## config.mk

```make
export PLATFORM = sky130hd
export DESIGN_NAME = cam_responder
export DESIGN_NICKNAME = d
export VERILOG_FILES = /design/src/rtl/cam_pkg.sv /design/src/rtl/cam_store.sv /design/src/rtl/cam_responder.sv
export SDC_FILE = /design/constraint.sdc
export NUM_CORES = 1
export LEC_CHECK = 0
export ABC_AREA = 1
export BUFFER_PORTS_ARGS = -buffer_cell sky130_fd_sc_hd__buf_2
export CELL_PAD_IN_SITES_DETAIL_PLACEMENT = 0
export CELL_PAD_IN_SITES_GLOBAL_PLACEMENT = 1
export CORE_UTILIZATION = 50
export DETAILED_ROUTE_END_ITERATION = 7
export GPL_TIMING_DRIVEN = 0
export PLACE_DENSITY_LB_ADDON = 0.1
export SLEW_MARGIN = 20
export SYNTH_ARGS = -nofsm -noshare
export SYNTH_HDL_FRONTEND = slang
export SYNTH_SLANG_ARGS = --single-unit
```

## constraint.sdc

```tcl
create_clock -name clk -period 4.4 [get_ports clk]
set_input_delay 0.88 -clock clk [delete_from_list [all_inputs] [get_ports clk]]
set_output_delay 0.88 -clock clk [all_outputs]
set_load 0.03 [all_outputs]
```

## src/rtl/cam_pkg.sv

```systemverilog
// rtl/cam_pkg.sv - shared defaults and search FSM encoding for cam_responder
package cam_pkg;

  localparam int KEY_W_DEF   = 32;
  localparam int ENTRIES_DEF = 16;
  localparam int ADDR_W_DEF  = 4;

  typedef enum logic [1:0] {
    ST_IDLE = 2'd0,
    ST_SCAN = 2'd1,
    ST_DONE = 2'd2
  } cam_state_t;

endpackage

```

## src/rtl/cam_store.sv

```systemverilog
// rtl/cam_store.sv - CAM key array with valid bits, one write port and one indexed read port
module cam_store
  import cam_pkg::*;
#(
  parameter int KEY_W   = KEY_W_DEF,
  parameter int ENTRIES = ENTRIES_DEF,
  parameter int ADDR_W  = ADDR_W_DEF
) (
  input  logic              clk,
  input  logic              rst_n,
  input  logic              wr_en,
  input  logic [ADDR_W-1:0] wr_addr,
  input  logic [KEY_W-1:0]  wr_key,
  input  logic              clr,
  input  logic [ADDR_W-1:0] rd_addr,
  output logic [KEY_W-1:0]  rd_key,
  output logic              rd_valid
);

  logic [KEY_W-1:0]   keys_q [ENTRIES];
  logic [ENTRIES-1:0] valid_q;
  logic [ENTRIES-1:0] valid_d;

  always_comb begin
    valid_d = valid_q;
    if (clr) begin
      valid_d = '0;
    end else if (wr_en) begin
      valid_d[wr_addr] = 1'b1;
    end
  end

  always_ff @(posedge clk or negedge rst_n) begin
    if (!rst_n) begin
      valid_q <= '0;
    end else begin
      valid_q <= valid_d;
    end
  end

  // Key storage is not reset; only the valid bits decide whether an entry exists.
  always_ff @(posedge clk) begin
    if (wr_en) begin
      keys_q[wr_addr] <= wr_key;
    end
  end

  assign rd_key   = keys_q[rd_addr];
  assign rd_valid = valid_q[rd_addr];

endmodule

```

## src/rtl/cam_responder.sv

```systemverilog
// rtl/cam_responder.sv - sequential CAM search, one entry per cycle; optional cam_clear port under CAM_CLEAR_EN
module cam_responder
  import cam_pkg::*;
#(
  parameter int KEY_W   = KEY_W_DEF,
  parameter int ENTRIES = ENTRIES_DEF,
  parameter int ADDR_W  = ADDR_W_DEF
) (
  input  logic              clk,
  input  logic              rst_n,
  input  logic              cam_write_en,
  input  logic [ADDR_W-1:0] write_addr,
  input  logic [KEY_W-1:0]  write_key,
`ifdef CAM_CLEAR_EN
  input  logic              cam_clear,
`endif
  input  logic              cam_start,
  input  logic [KEY_W-1:0]  search_key,
  output logic              busy,
  output logic              done,
  output logic              match,
  output logic [ADDR_W-1:0] match_addr
);

  cam_state_t        state_q, state_d;
  logic [KEY_W-1:0]  key_q, key_d;
  logic [ADDR_W-1:0] idx_q, idx_d;
  logic              match_q, match_d;
  logic [ADDR_W-1:0] match_addr_q, match_addr_d;

  logic              idle;
  logic              clr_go;
  logic              wr_go;
  logic [KEY_W-1:0]  rd_key;
  logic              rd_valid;
  logic              hit;
  logic              last;

  assign idle = (state_q == ST_IDLE);

`ifdef CAM_CLEAR_EN
  assign clr_go = cam_clear && idle;
`else
  assign clr_go = 1'b0;
`endif

  // A clear wins over a same-cycle write; the array is only touched while idle.
  assign wr_go = cam_write_en && idle && !clr_go;
  assign hit   = rd_valid && (rd_key == key_q);
  assign last  = (idx_q == ADDR_W'(ENTRIES - 1));

  cam_store #(
    .KEY_W   (KEY_W),
    .ENTRIES (ENTRIES),
    .ADDR_W  (ADDR_W)
  ) u_store (
    .clk      (clk),
    .rst_n    (rst_n),
    .wr_en    (wr_go),
    .wr_addr  (write_addr),
    .wr_key   (write_key),
    .clr      (clr_go),
    .rd_addr  (idx_q),
    .rd_key   (rd_key),
    .rd_valid (rd_valid)
  );

  always_comb begin
    state_d      = state_q;
    key_d        = key_q;
    idx_d        = idx_q;
    match_d      = match_q;
    match_addr_d = match_addr_q;
    case (state_q)
      ST_IDLE: begin
        if (cam_start) begin
          state_d      = ST_SCAN;
          key_d        = search_key;
          idx_d        = '0;
          match_d      = 1'b0;
          match_addr_d = '0;
        end
      end
      ST_SCAN: begin
        if (hit) begin
          state_d      = ST_DONE;
          match_d      = 1'b1;
          match_addr_d = idx_q;
        end else if (last) begin
          state_d      = ST_DONE;
          match_d      = 1'b0;
          match_addr_d = '0;
        end else begin
          idx_d = idx_q + 1'b1;
        end
      end
      ST_DONE: state_d = ST_IDLE;
      default: state_d = ST_IDLE;
    endcase
  end

  always_ff @(posedge clk or negedge rst_n) begin
    if (!rst_n) begin
      state_q      <= ST_IDLE;
      key_q        <= '0;
      idx_q        <= '0;
      match_q      <= 1'b0;
      match_addr_q <= '0;
    end else begin
      state_q      <= state_d;
      key_q        <= key_d;
      idx_q        <= idx_d;
      match_q      <= match_d;
      match_addr_q <= match_addr_d;
    end
  end

  assign busy       = !idle;
  assign done       = (state_q == ST_DONE);
  assign match      = match_q;
  assign match_addr = match_addr_q;

endmodule
```

**After elaboration in Yosys (flattened, before gate mapping)**

Memory sizes are Yosys's and may differ from the RTL's.
Cells that the tools add are included.

- Bits in registers: 59
- RAM bits: 512
- Input port bits: 72
- Output and inout bits: 7
- Logic and storage cells: 51
- Memories kept: 1

Memories:

| memory | depth | width | rd ports | clocked after memory_dff | wr ports | RTL line | source |
|---|---|---|---|---|---|---|---|
| u_store.keys_q | 16 | 32 | 1 | 0 | 1 | cam_store.sv:20 | `logic [KEY_W-1:0] keys_q [ENTRIES];` |

- $add $sub $neg: 1
- $lt $le $gt $ge: 3
- Equality and inequality tests: 8
- Mux-type cells: 21
- Bitwise operators: 1
- Reduce and logical (&&, ||, !) cells: 10

Operators by type and width:

| operator | count |
|---|---|
| == test 32 bit | 1 |
| two-way mux 4 bit | 5 |
| OR 16 bit | 1 |
| one-hot mux 4 bit (2 select lines) | 2 |
| less-than comparator 4 x 5 -> 1 bit (second input constant) | 2 |
| two-way mux 1 bit | 7 |
| two-way mux 2 bit | 3 |
| inequality test 2 bit (second input constant) | 3 |
| adder 4 x 1 -> 4 bit (second input constant) | 1 |
| binary-select mux 1 bit (select 4 bit) | 1 |
| demux 1 bit (select 4 bit) | 1 |
| == test 4 bit (second input constant) | 1 |
| >= comparator 4 x 1 -> 1 bit (second input constant) | 1 |
| one-hot mux 2 bit (2 select lines) | 1 |
| AND reduction 2 bit | 2 |
| AND reduction 4 bit | 1 |
| logical AND 1 bit | 3 |
| inequality test 3 bit (second input constant) | 1 |
| AND reduction 3 bit | 1 |
| == test 2 x 1 -> 1 bit (second input constant) | 1 |
| == test 2 bit (second input constant) | 1 |
| logical NOT 2 bit | 1 |
| one-hot mux 1 bit (2 select lines) | 1 |
| nonzero test 2 bit | 1 |
| logical NOT 1 bit | 1 |

**Logic depth before layout (Yosys ltp)**

Gate-level depths: netlist of run 1.

- Depth after elaboration: 5
- Depth in mapped cells: 22
- Gate-level depth less buffers: 18

**Modules after synthesis**

A second synthesis of run 1 with hierarchy kept.

- Cell total of the unflattened synthesis: 2609
- Area, all modules: 25295.5 µm²

By module, submodules not included:

| module | instances | cells an instance | area an instance (µm²) | seq. area each (µm²) |
|---|---|---|---|---|
| cam_store | 1 | 2194 | 22676.7 | 15775.1 |
| cam_responder | 1 | 415 | 2618.8 | 1076.0 |

**Least setup slack after synthesis of run 1**

Ideal clock, no wire load.

- Kind: in2reg
- Start: input cam_write_en
- End: memory u_store.keys_q[11][0] in the netlist's numbering, enable pin
- Setup time: 0.422 ns
- Arrival: 2.665 ns
- Required time: 3.978 ns
- Slack: 1.313 ns
- Stages on the path: 4
- Buffers on the path: 0
- Cells stage by stage: inv_1 > nor2_1 > nand3_1 > nor2_1

- Word-level cells in the longest chain between the ends: 3

RTL lines:

| what | RTL line | source |
|---|---|---|
| from (decl) | cam_responder.sv:11 | `input logic cam_write_en,` |
| logical AND 1 bit | cam_responder.sv:48 | `assign wr_go = cam_write_en && idle && !clr_go;` |
| two-way mux 1 bit | cam_store.sv:43 | `if (wr_en) begin` |
| two-way mux 1 bit (implied by the code) | cam_store.sv:44 | `keys_q[wr_addr] <= wr_key;` |
| to (decl) | cam_store.sv:20 |  |

Every way passes these cells.

**Worst setup path in the final report of run 1**

- Start: register idx_q[1]
- End: register idx_q[0]

- Word-level cells in the longest chain between the ends: 5
- Elaborated cells on any way between the ends: 9
- Those cells by class: eq/ne: 4; mux: 2; reduce/logical: 2; memory: 1

RTL lines:

| what | RTL line | source |
|---|---|---|
| from (decl) | cam_responder.sv:27 | `logic [ADDR_W-1:0] idx_q, idx_d;` |
| from (signal assigned) | cam_responder.sv:112 | `idx_q <= idx_d;` |
| memory (16 x 32 bit) / binary-select mux 1 bit (select 4 bit) (equally long branches) | -- |  |
| == test 32 bit / two-way mux 1 bit (equally long branches) | cam_responder.sv:49, cam_store.sv:49 |  |
| logical AND 1 bit | cam_responder.sv:49 | `assign hit = rd_valid && (rd_key == key_q);` |
| inequality test 2 bit (no source line) | -- |  |
| AND reduction 4 bit (no source line) * | -- |  |

Every way passes the cells marked *; elsewhere a longest branch is shown, timed or not. The select of a mux whose other input is x is not followed.
A chain may end at the register's enable or synchronous reset.

==> results of run 1 <==
==> power by group through the flow <==
stage	logic (uW)	clock network (uW)	registers [uW]
after floorplan	4230	0	6360
after global placement	7190	0	6390
after detailed placement	7270	0	6390
after CTS	7310	4900	6280
after global routing	8030	5110	6310
final	7490	4890	6290
==> final timing paths <==
kind,startpoint,endpoint,slack [ps]
worst min-delay path,rst_n,key_q[4],140
worst max register to register,idx_q[1],idx_q[0],530
worst min register to register,u_store.valid_q[5],u_store.valid_q[5],470
worst max-delay path,idx_q[1],idx_q[0],530
min in group clk,search_key[1],key_q[1],460
max in group asynchronous,rst_n,key_q[15],3680
==> state kept, by name (all words and copies together), names as in the netlist <==
register and flops:
match_addr 4, key_q 32, u_store.keys_q 512, match 1, idx_q 4, u_store.valid_q 16
state_q 2
==> final cells by class <==
cell class / count / area (um^2) / area share
buffer: 118 / 635.6 / 0.02243
clock buffer: 90 / 1715 / 0.06054
clock inverter: 24 / 158.9 / 0.005608
inverter: 206 / 773.2 / 0.02729
multi-input combinational: 1445 / 6235 / 0.2200
sequential: 571 / 16850 / 0.5947
tap: 615 / 769.5 / 0.02716
timing repair buffer: 111 / 1196 / 0.04222
==> per-layer routing <==
metal  wire (um)  vias up  global-route usage
li1            -     8147                   -
met5          16        -                   0
met1       33970     8820              0.4973
met4        3085        2              0.1204
met3       10530      181             0.07987
met2       38650     1110              0.5431
==> stage by stage <==
step / instance area [um^2] / total power [uW] / hold slack [ps] / util / cells
after floorplan: 24370 / 10590 / 424.0 / - / 2340
after global placement: 25530 / 13580 / 443.8 / 0.5325 / 3033
after detailed placement: 26460 / 13660 / 455.3 / 0.5519 / 3066
after CTS: 28330 / 18490 / 120.7 / 0.5910 / 3180
after global routing: 28330 / 19440 / 133.3 / 0.5910 / 3180
final: 28330 / 18670 / 138.5 / 0.5910 / 3180
==> kinds of logic after synthesis <==
kind of cell,count (synthesis),share of synthesized area
compound gates,149,0.03296
buf+inv,324,0.05775
simple gates,1294,0.2170
fa+ha+maj,1,0.0005133
xor+xnor,1,0.0003594
flops,571,0.6914
==> synth_stat cells (14+ instances only) <==
cell type	n
nand2_1	783
edfxtp_1	512
nand3_1	307
inv_1	202
nor2_1	186
o21ai_0	96
dfrtp_1	59
buf_2	51
clkbuf_1	31
o211ai_1	23
buf_1	19
o21ai_1	16
buf_6	15
a21oi_1	14
==> qor.txt, run 1 <==
EDFF count, synth - 512
DR vias/cell - 5.742
CP peak stage delay - 770 ps
number of global-route vias before repair - 16927
fmax - 0.2587 GHz
stages on the worst setup path - 17
post-synthesis sequential area ratio - 0.6914
Vias - 18260
clk buf depth - 3
run status - complete, no violations
Post-Syn Area per Cell - 10.42 um^2
Critical Path RT - 4930 ps
area grow syn2layout - 16.25%
final setup TNS - 0 ps
IR drop worst, VDD - 392.1 uV
DRC - 0
clk root buf - clkbuf_16
Die X - 222.8 um
LEAKAGE - 0.01158 uW
CP bufs+invs - 4
Starting Density - 0.5084
synthesized cell area - 24370 um^2
Post-synth top flop - edfxtp_1
cells on worst reg2reg path - 17
diode count - 0
DR WL/cell - 27.12 um
Net Switching - 7843 uW
post-CTS sizing - 0
hold_buf cts - 0
HPWL after DPL - 58.31 mm
crit-path max FO - 10
Yosys top cell area share - 0.6308
Clock power frac - 0.262
CP arrival - 4390 ps
DRT Pass-1 Iters - 6
most common cell after layout, fill and taps aside - nand2_1
CTS tree - yes
Routed WL - 86.26 mm
total grt overflow - 0
biggest area consumer among synthesized cells - edfxtp_1
#FFs+latches synth - 571
Reg power frac - 0.337
Worst Hold Class - in -> async
first-pass GRT wire length - 121.0 mm
Pint - 10820 uW
Iter 0 DRT Violations - 2559
Layout Skew - 15.51 ps
Synth area leaders - edfxtp_1, nand2_1, nand3_1, dfrtp_1, inv_1
CP max-delay cell - buf_1
Final Slew Violations - 0
most frequent cells in the layout - nand2_1, edfxtp_1, nand3_1
PnR worst setup slack - 534.4 ps
final setup vio count - 0
Warnings, synthesis - 0
min cycle time layout - 3866 ps
CP Launch Type - flip-flop
layout cells sized above 1 - 0.1115
post-CTS setup buffer count - 0
fin crit share - 0.8786
initial antenna violation count - 1
DIE AREA - 49630 um^2
asr flop ratio synth - 0.1033
Reg clk slew, reported paths - 60 ps
CP endpoint kind - flip-flop
syn_nets - 2413
core area - 47950 um^2
Routed Antenna Nets - 0
Port Buffers - 78
Setup WS pre-CTS - 720.0 ps
switching share of power - 0.4202
clk_lat worst skew - 640 ps
# rows - 80
critical path, cell by cell - inv_1, buf_2, buf_1, o211ai_1, nand3_1, nand3_1, nand3_1, nand2_1, nor2_1, nand2_1, nor2_1, nand2_1, nor2_1, nand3_1, buf_4, nand4_1, nand2_1
Cell variety after synth - 23
Cells after Synth - 2340
pwr/cell area - 658.8 nW/um^2
Comb power frac - 0.401
Die Span Y - 222.8 um
num ports - 79
GRT Total Usage - 0.3534
fillers - 4027
nets - 2586
H-tree depth - 2
largest net degree at the start of global routing - 45
Crit Path Category - reg -> reg
RSZ-0062 raised after global routing - no
Worst Tran Pin Value - 1182 ps
Top Family by Delay on Critical Path - simple AND/OR/NAND/NOR gates
worst rel slew slack - 0.2119
CTS Sinks - 571
final hold vios - 0
total clock buffers created by CTS - 60
Max-cap violations - 0
RePlAce Congestion - 0.9461
(Power assumes the default switching activity.)
==> run 2, diff against run 1 <==
CORE_UTILIZATION = 37   (was 50)
==> run 2 against run 1 <==
Net effect: first-iteration DRC count decreased by 24%; sequential share of layout area decreased by 1.1 points; via count decreased by 0.66%; global-route usage decreased by 6.6 points; non-clock buffer count increased by 1; register-to-register slack got worse by 160 ps; critical endpoint is now idx_q[2]; highest routed layer is now met4.
==> qor.txt, run 2 (same netlist as run 1, synthesis figures left out) <==
CP max-delay cell - buf_1
Routed WL - 94.78 mm
DR vias/cell - 5.291
initial antenna violation count - 1
Worst Tran Pin Value - 1278 ps
nets - 2595
pwr/cell area - 668.2 nW/um^2
final design utilization - 0.4454
Crit Path Category - reg -> reg
layout cells sized above 1 - 0.1147
crit-path max FO - 10
fmax - 0.2482 GHz
Die X - 258.7 um
total grt overflow - 0
worst rel slew slack - 0.1477
CP bufs+invs - 4
most frequent cells in the layout - nand2_1, edfxtp_1, nand3_1
Layout Skew - 23.76 ps
fillers - 6071
Max-cap violations - 0
Port Buffers - 78
Routed Antenna Nets - 0
flop2flop setup slack - 370 ps
CP Launch Type - flip-flop
core area - 64810 um^2
CTS Sinks - 571
CTS tree - yes
clk root buf - clkbuf_16
hold_buf cts - 0
most common cell after layout, fill and taps aside - nand2_1
final setup vio count - 0
Critical Path RT - 4880 ps
CP endpoint kind - flip-flop
min cycle time layout - 4029 ps
Final Slew Violations - 0
IR drop worst, VDD - 400.8 uV
total clock buffers created by CTS - 68
# rows - 93
diode count - 0
number of global-route vias before repair - 17169
biggest regs - u_store.keys_q: 512 flops, key_q: 32 flops, u_store.valid_q: 16 flops
DRC - 0
Setup WS pre-CTS - 446.9 ps
Worst Hold Class - in -> async
PnR worst setup slack - 370.6 ps
DR WL/cell - 27.65 um
final hold vios - 0
LEAKAGE - 0.01169 uW
first-pass GRT wire length - 131.9 mm
fin crit share - 0.9158
Starting Density - 0.3761
Vias - 18139
post-CTS setup buffer count - 0
clk buf depth - 3
GRT Total Usage - 0.2870
max reg flops - 512
Top Family by Delay on Critical Path - buffers and inverters
num ports - 79
RSZ-0062 raised after global routing - no
Die Span Y - 258.7 um
area grow syn2layout - 18.44%
post-CTS sizing - 0
HPWL after DPL - 64.82 mm
DIE AREA - 66910 um^2
clk_lat worst skew - 620 ps
Reg clk slew, reported paths - 60 ps
critical path, cell by cell - inv_1, buf_2, buf_1, o211ai_1, nand3_1, nand3_1, nand3_1, nand2_1, nor2_1, nand2_1, nor2_1, nand2_1, nor2_1, nand3_1, buf_4, nand4_1, nand2_1
H-tree depth - 3
Top reg by flops - u_store.keys_q
largest net degree at the start of global routing - 46
CP peak stage delay - 880 ps
CP arrival - 4510 ps
RePlAce Congestion - 0.8873
DRT Pass-1 Iters - 5
run status - complete, no violations
Iter 0 DRT Violations - 1955
==> run 2: power breakdown <==
group / internal, uW / switching (uW)
Sequential: 6160 / 122
Clock: 3050 / 2280
Combinational: 1920 / 5760
==> run 2: metrics by stage <==
stage	setup TNS, ps	power, uW	cell area, um^2	std cells	hold slack (ps)
finish	0	19290	28870	3428	159.3
global route	0	20150	28870	3428	148.0
CTS	0	19270	28870	3428	133.8
detailed placement	0	13940	26800	3307	455.4
global placement	-755630	13860	25830	3273	446.1
floorplan	0	10590	24370	2340	424.0
==> run 2: final timing paths <==
check,start,end,cells past startpoint
max,idx_q[1],idx_q[2],17
min,rst_n,key_q[25],1
max reg2reg,idx_q[1],idx_q[2],17
min reg2reg,u_store.valid_q[2],u_store.valid_q[2],2
max in group asynchronous,rst_n,u_store.valid_q[0],2
min in group clk,u_store.valid_q[2],u_store.valid_q[2],2
==> run 2: worst register-to-register path: cells and delay by family, from the launching register on <==
kind            cells  cell delay [ps]
flops               1              460
simple gates       12             1590
compound gates      1              250
buf+inv             4             1610
==> run 2: cell type report <==
class	instances	area, um^2	area share
inverters	206	773.2	0.02678
repair buffers	112	1239	0.04291
clock inverters	22	132.6	0.004594
plain buffers	118	636.9	0.02206
well taps	855	1070	0.03706
flip-flops and latches	571	16850	0.5837
multi-input cells	1445	6235	0.2160
clock buffers	99	1932	0.06692
==> run 2: routing by layer <==
metal | track usage | up-vias | wire, um | part of all wire
met1 | 0.4066 | 9035 | 41790 | 0.44
met5 | 0 | - | 0 | 0
li1 | - | 8186 | - | -
met4 | 0.09237 | 0 | 3038 | 0.032
met2 | 0.4459 | 753 | 43020 | 0.45
met3 | 0.05184 | 165 | 6925 | 0.073
==> run 3, diff against run 2 <==
CTS_BUF_LIST = sky130_fd_sc_hd__clkbuf_16   (was default)
SYNTH_HIERARCHICAL = 1   (was default)
==> run 3 against run 2 <==
Net effect: synthesized cell count is 11% higher; routed wire length decreased by 13%; final area grew 1.3%; critical path type unchanged; clock power increased by 2%; largest power group unchanged; worst setup slack worse by 4.5 ps; cell count grew 7.9%; sequential share of layout area fell by 0.78 points; maximum frequency shrank 0.11%.
==> qor.txt, run 3 <==
run status - complete, no violations
number of global-route vias before repair - 17635
stages on the worst setup path - 17
CP arrival - 4510 ps
EDFF count, synth - 512
core area - 67400 um^2
CP endpoint kind - flip-flop
Final Power - 18970 uW
Starting Density - 0.3753
DIE AREA - 69420 um^2
Critical Path RT - 4880 ps
hold_buf cts - 0
most common cell after layout, fill and taps aside - nand2_1
#FFs+latches synth - 571
CP max-delay cell - clkbuf_1
fin crit share - 0.9168
first-pass GRT wire length - 119.1 mm
layout cells sized above 1 - 0.1055
clk buf depth - 3
cells on worst reg2reg path - 17
Routed Antenna Nets - 0
initial antenna violation count - 1
Iter 0 DRT Violations - 1502
final design utilization - 0.4341
asr flop ratio synth - 0.1033
critical path, cell by cell - clkbuf_1, inv_1, clkbuf_1, nand3_1, nand2_1, inv_1, nand2_1, nand2_1, a21oi_1, nand2_1, nor2_1, nand2_1, nor2_1, nand3_1, buf_6, nand4_1, nand2_1
r2r endpoint - match_addr[0]
min cycle time layout - 4034 ps
total grt overflow - 0
fmax - 0.2479 GHz
RePlAce Congestion - 0.7941
biggest regs - u_store/keys_q: 512 flops, key_q: 32 flops, u_store/valid_q: 16 flops
Worst Tran Pin Value - 1070 ps
worst r2r src - idx_q[3]
syn_nets - 2682
Setup WS pre-CTS - 409.8 ps
area grow syn2layout - 15.67%
Warnings, synthesis - 6
WHS - 114.2 ps
CP Launch Type - flip-flop
num ports - 79
Post-synth top flop - edfxtp_1
HPWL after DPL - 53.93 mm
RSZ-0062 raised after global routing - no
post-CTS setup buffer count - 0
Post-Syn Area per Cell - 9.695 um^2
final setup TNS - 0 ps
crit-path max FO - 10
# rows - 95
Vias - 18176
IR drop worst, VDD - 304.4 uV
most frequent cells in the layout - nand2_1, edfxtp_1, inv_1
Reg clk slew, reported paths - 60 ps
Commonest cells post-synth - nand2_1, edfxtp_1, inv_1
DR vias/cell - 4.914
final setup vio count - 0
Die Span Y - 263.5 um
Max-cap violations - 0
CTS tree - yes
PnR worst setup slack - 366.1 ps
Top reg by flops - u_store/keys_q
CTS Sinks - 571
Final Slew Violations - 0
pwr/cell area - 648.3 nW/um^2
Worst Hold Class - in -> async
DR WL/cell - 22.37 um
most used cell along the critical path - nand2_1
DRT Pass-1 Iters - 6
Port Buffers - 78
nets - 2844
total clock buffers created by CTS - 69
Cells after Synth - 2609
Yosys top cell area share - 0.6078
GRT Total Usage - 0.2405
DRC - 0
Crit Path Category - reg -> reg
H-tree depth - 3
worst rel slew slack - 0.2865
Synth area leaders - edfxtp_1, nand2_1, nand3_1, inv_1, dfrtp_1
largest net degree at the start of global routing - 51
biggest area consumer among synthesized cells - edfxtp_1
post-CTS sizing - 0
clk root buf - clkbuf_16
flop2flop setup slack - 370 ps
CP peak stage delay - 690 ps
LEAKAGE - 0.01307 uW
Routed WL - 82.75 mm
Die X - 263.5 um
max reg flops - 512
Top Family by Delay on Critical Path - buffers and inverters
post-synthesis sequential area ratio - 0.6662
clk_lat worst skew - 620 ps
Layout Skew - 27.05 ps
final hold vios - 0
synthesized cell area - 25300 um^2
CP bufs+invs - 5
cell with the most instances after synthesis - nand2_1
Cell variety after synth - 24
run 3: cell count changes after synthesis, moves of 22 or more:
cell,delta
inv_1,+294
nor2_1,-128
nand3_1,+104
nand2_1,+93
o21ai_0,-67
o211ai_1,-23
buf_2,+22
run 3: logic make-up after synthesis:
family          count (synthesis)  share of synthesized area
compound gates                 45                   0.008904
xor+xnor                        4                   0.001385
fa+ha+maj                       1                  0.0004946
buf+inv                       620                    0.09754
flops                         571                     0.6662
other cells                     1                  0.0001482
simple gates                 1367                     0.2254
run 3: stage by stage:
stage	instances	instance area, um^2
after detailed placement	3573	27110
after global placement	3560	26780
after floorplan	2609	25300
final	3699	29260
after CTS	3698	29260
after global routing	3698	29260
run 3: routing by layer:
| metal | GRT usage | wire, um | vias to the layer above |
|---|---|---|---|
| met5 | 0 | 0 | - |
| met4 | 0.06733 | 1833 | 0 |
| met3 | 0.04059 | 5464 | 119 |
| met2 | 0.4078 | 40090 | 563 |
| met1 | 0.3164 | 35350 | 8845 |
| li1 | - | - | 8649 |
run 3: power by group:
group          internal (uW)  switching, uW
logic                   1840           5410
registers               6140            149
clock network           3160           2270
run 3: area by class of cell:
type,instances,area [um^2]
Clock buffer,71,1777
Clock inverter,54,370.4
Buffer,118,588.1
Sequential cell,571,16850
Antenna cell,1,2.502
Timing Repair Buffer,91,675.6
Fill cell,6477,38140
Multi-Input combinational cell,1418,6007
Tap cell,873,1092
Inverter,502,1894
run 3: worst max path at each step:
stage	from	to	slack (ps)
2_1_floorplan	cam_write_en	u_store/keys_q[12][0]	1310
3_5_place_dp	idx_q[2]	match_addr[3]	410
4_1_cts	idx_q[2]	match_addr[0]	390
5_1_grt	idx_q[3]	match_addr[3]	80
3_3_place_gp	cam_write_en	u_store/keys_q[14][11]	-830
6_report	idx_q[3]	match_addr[0]	370
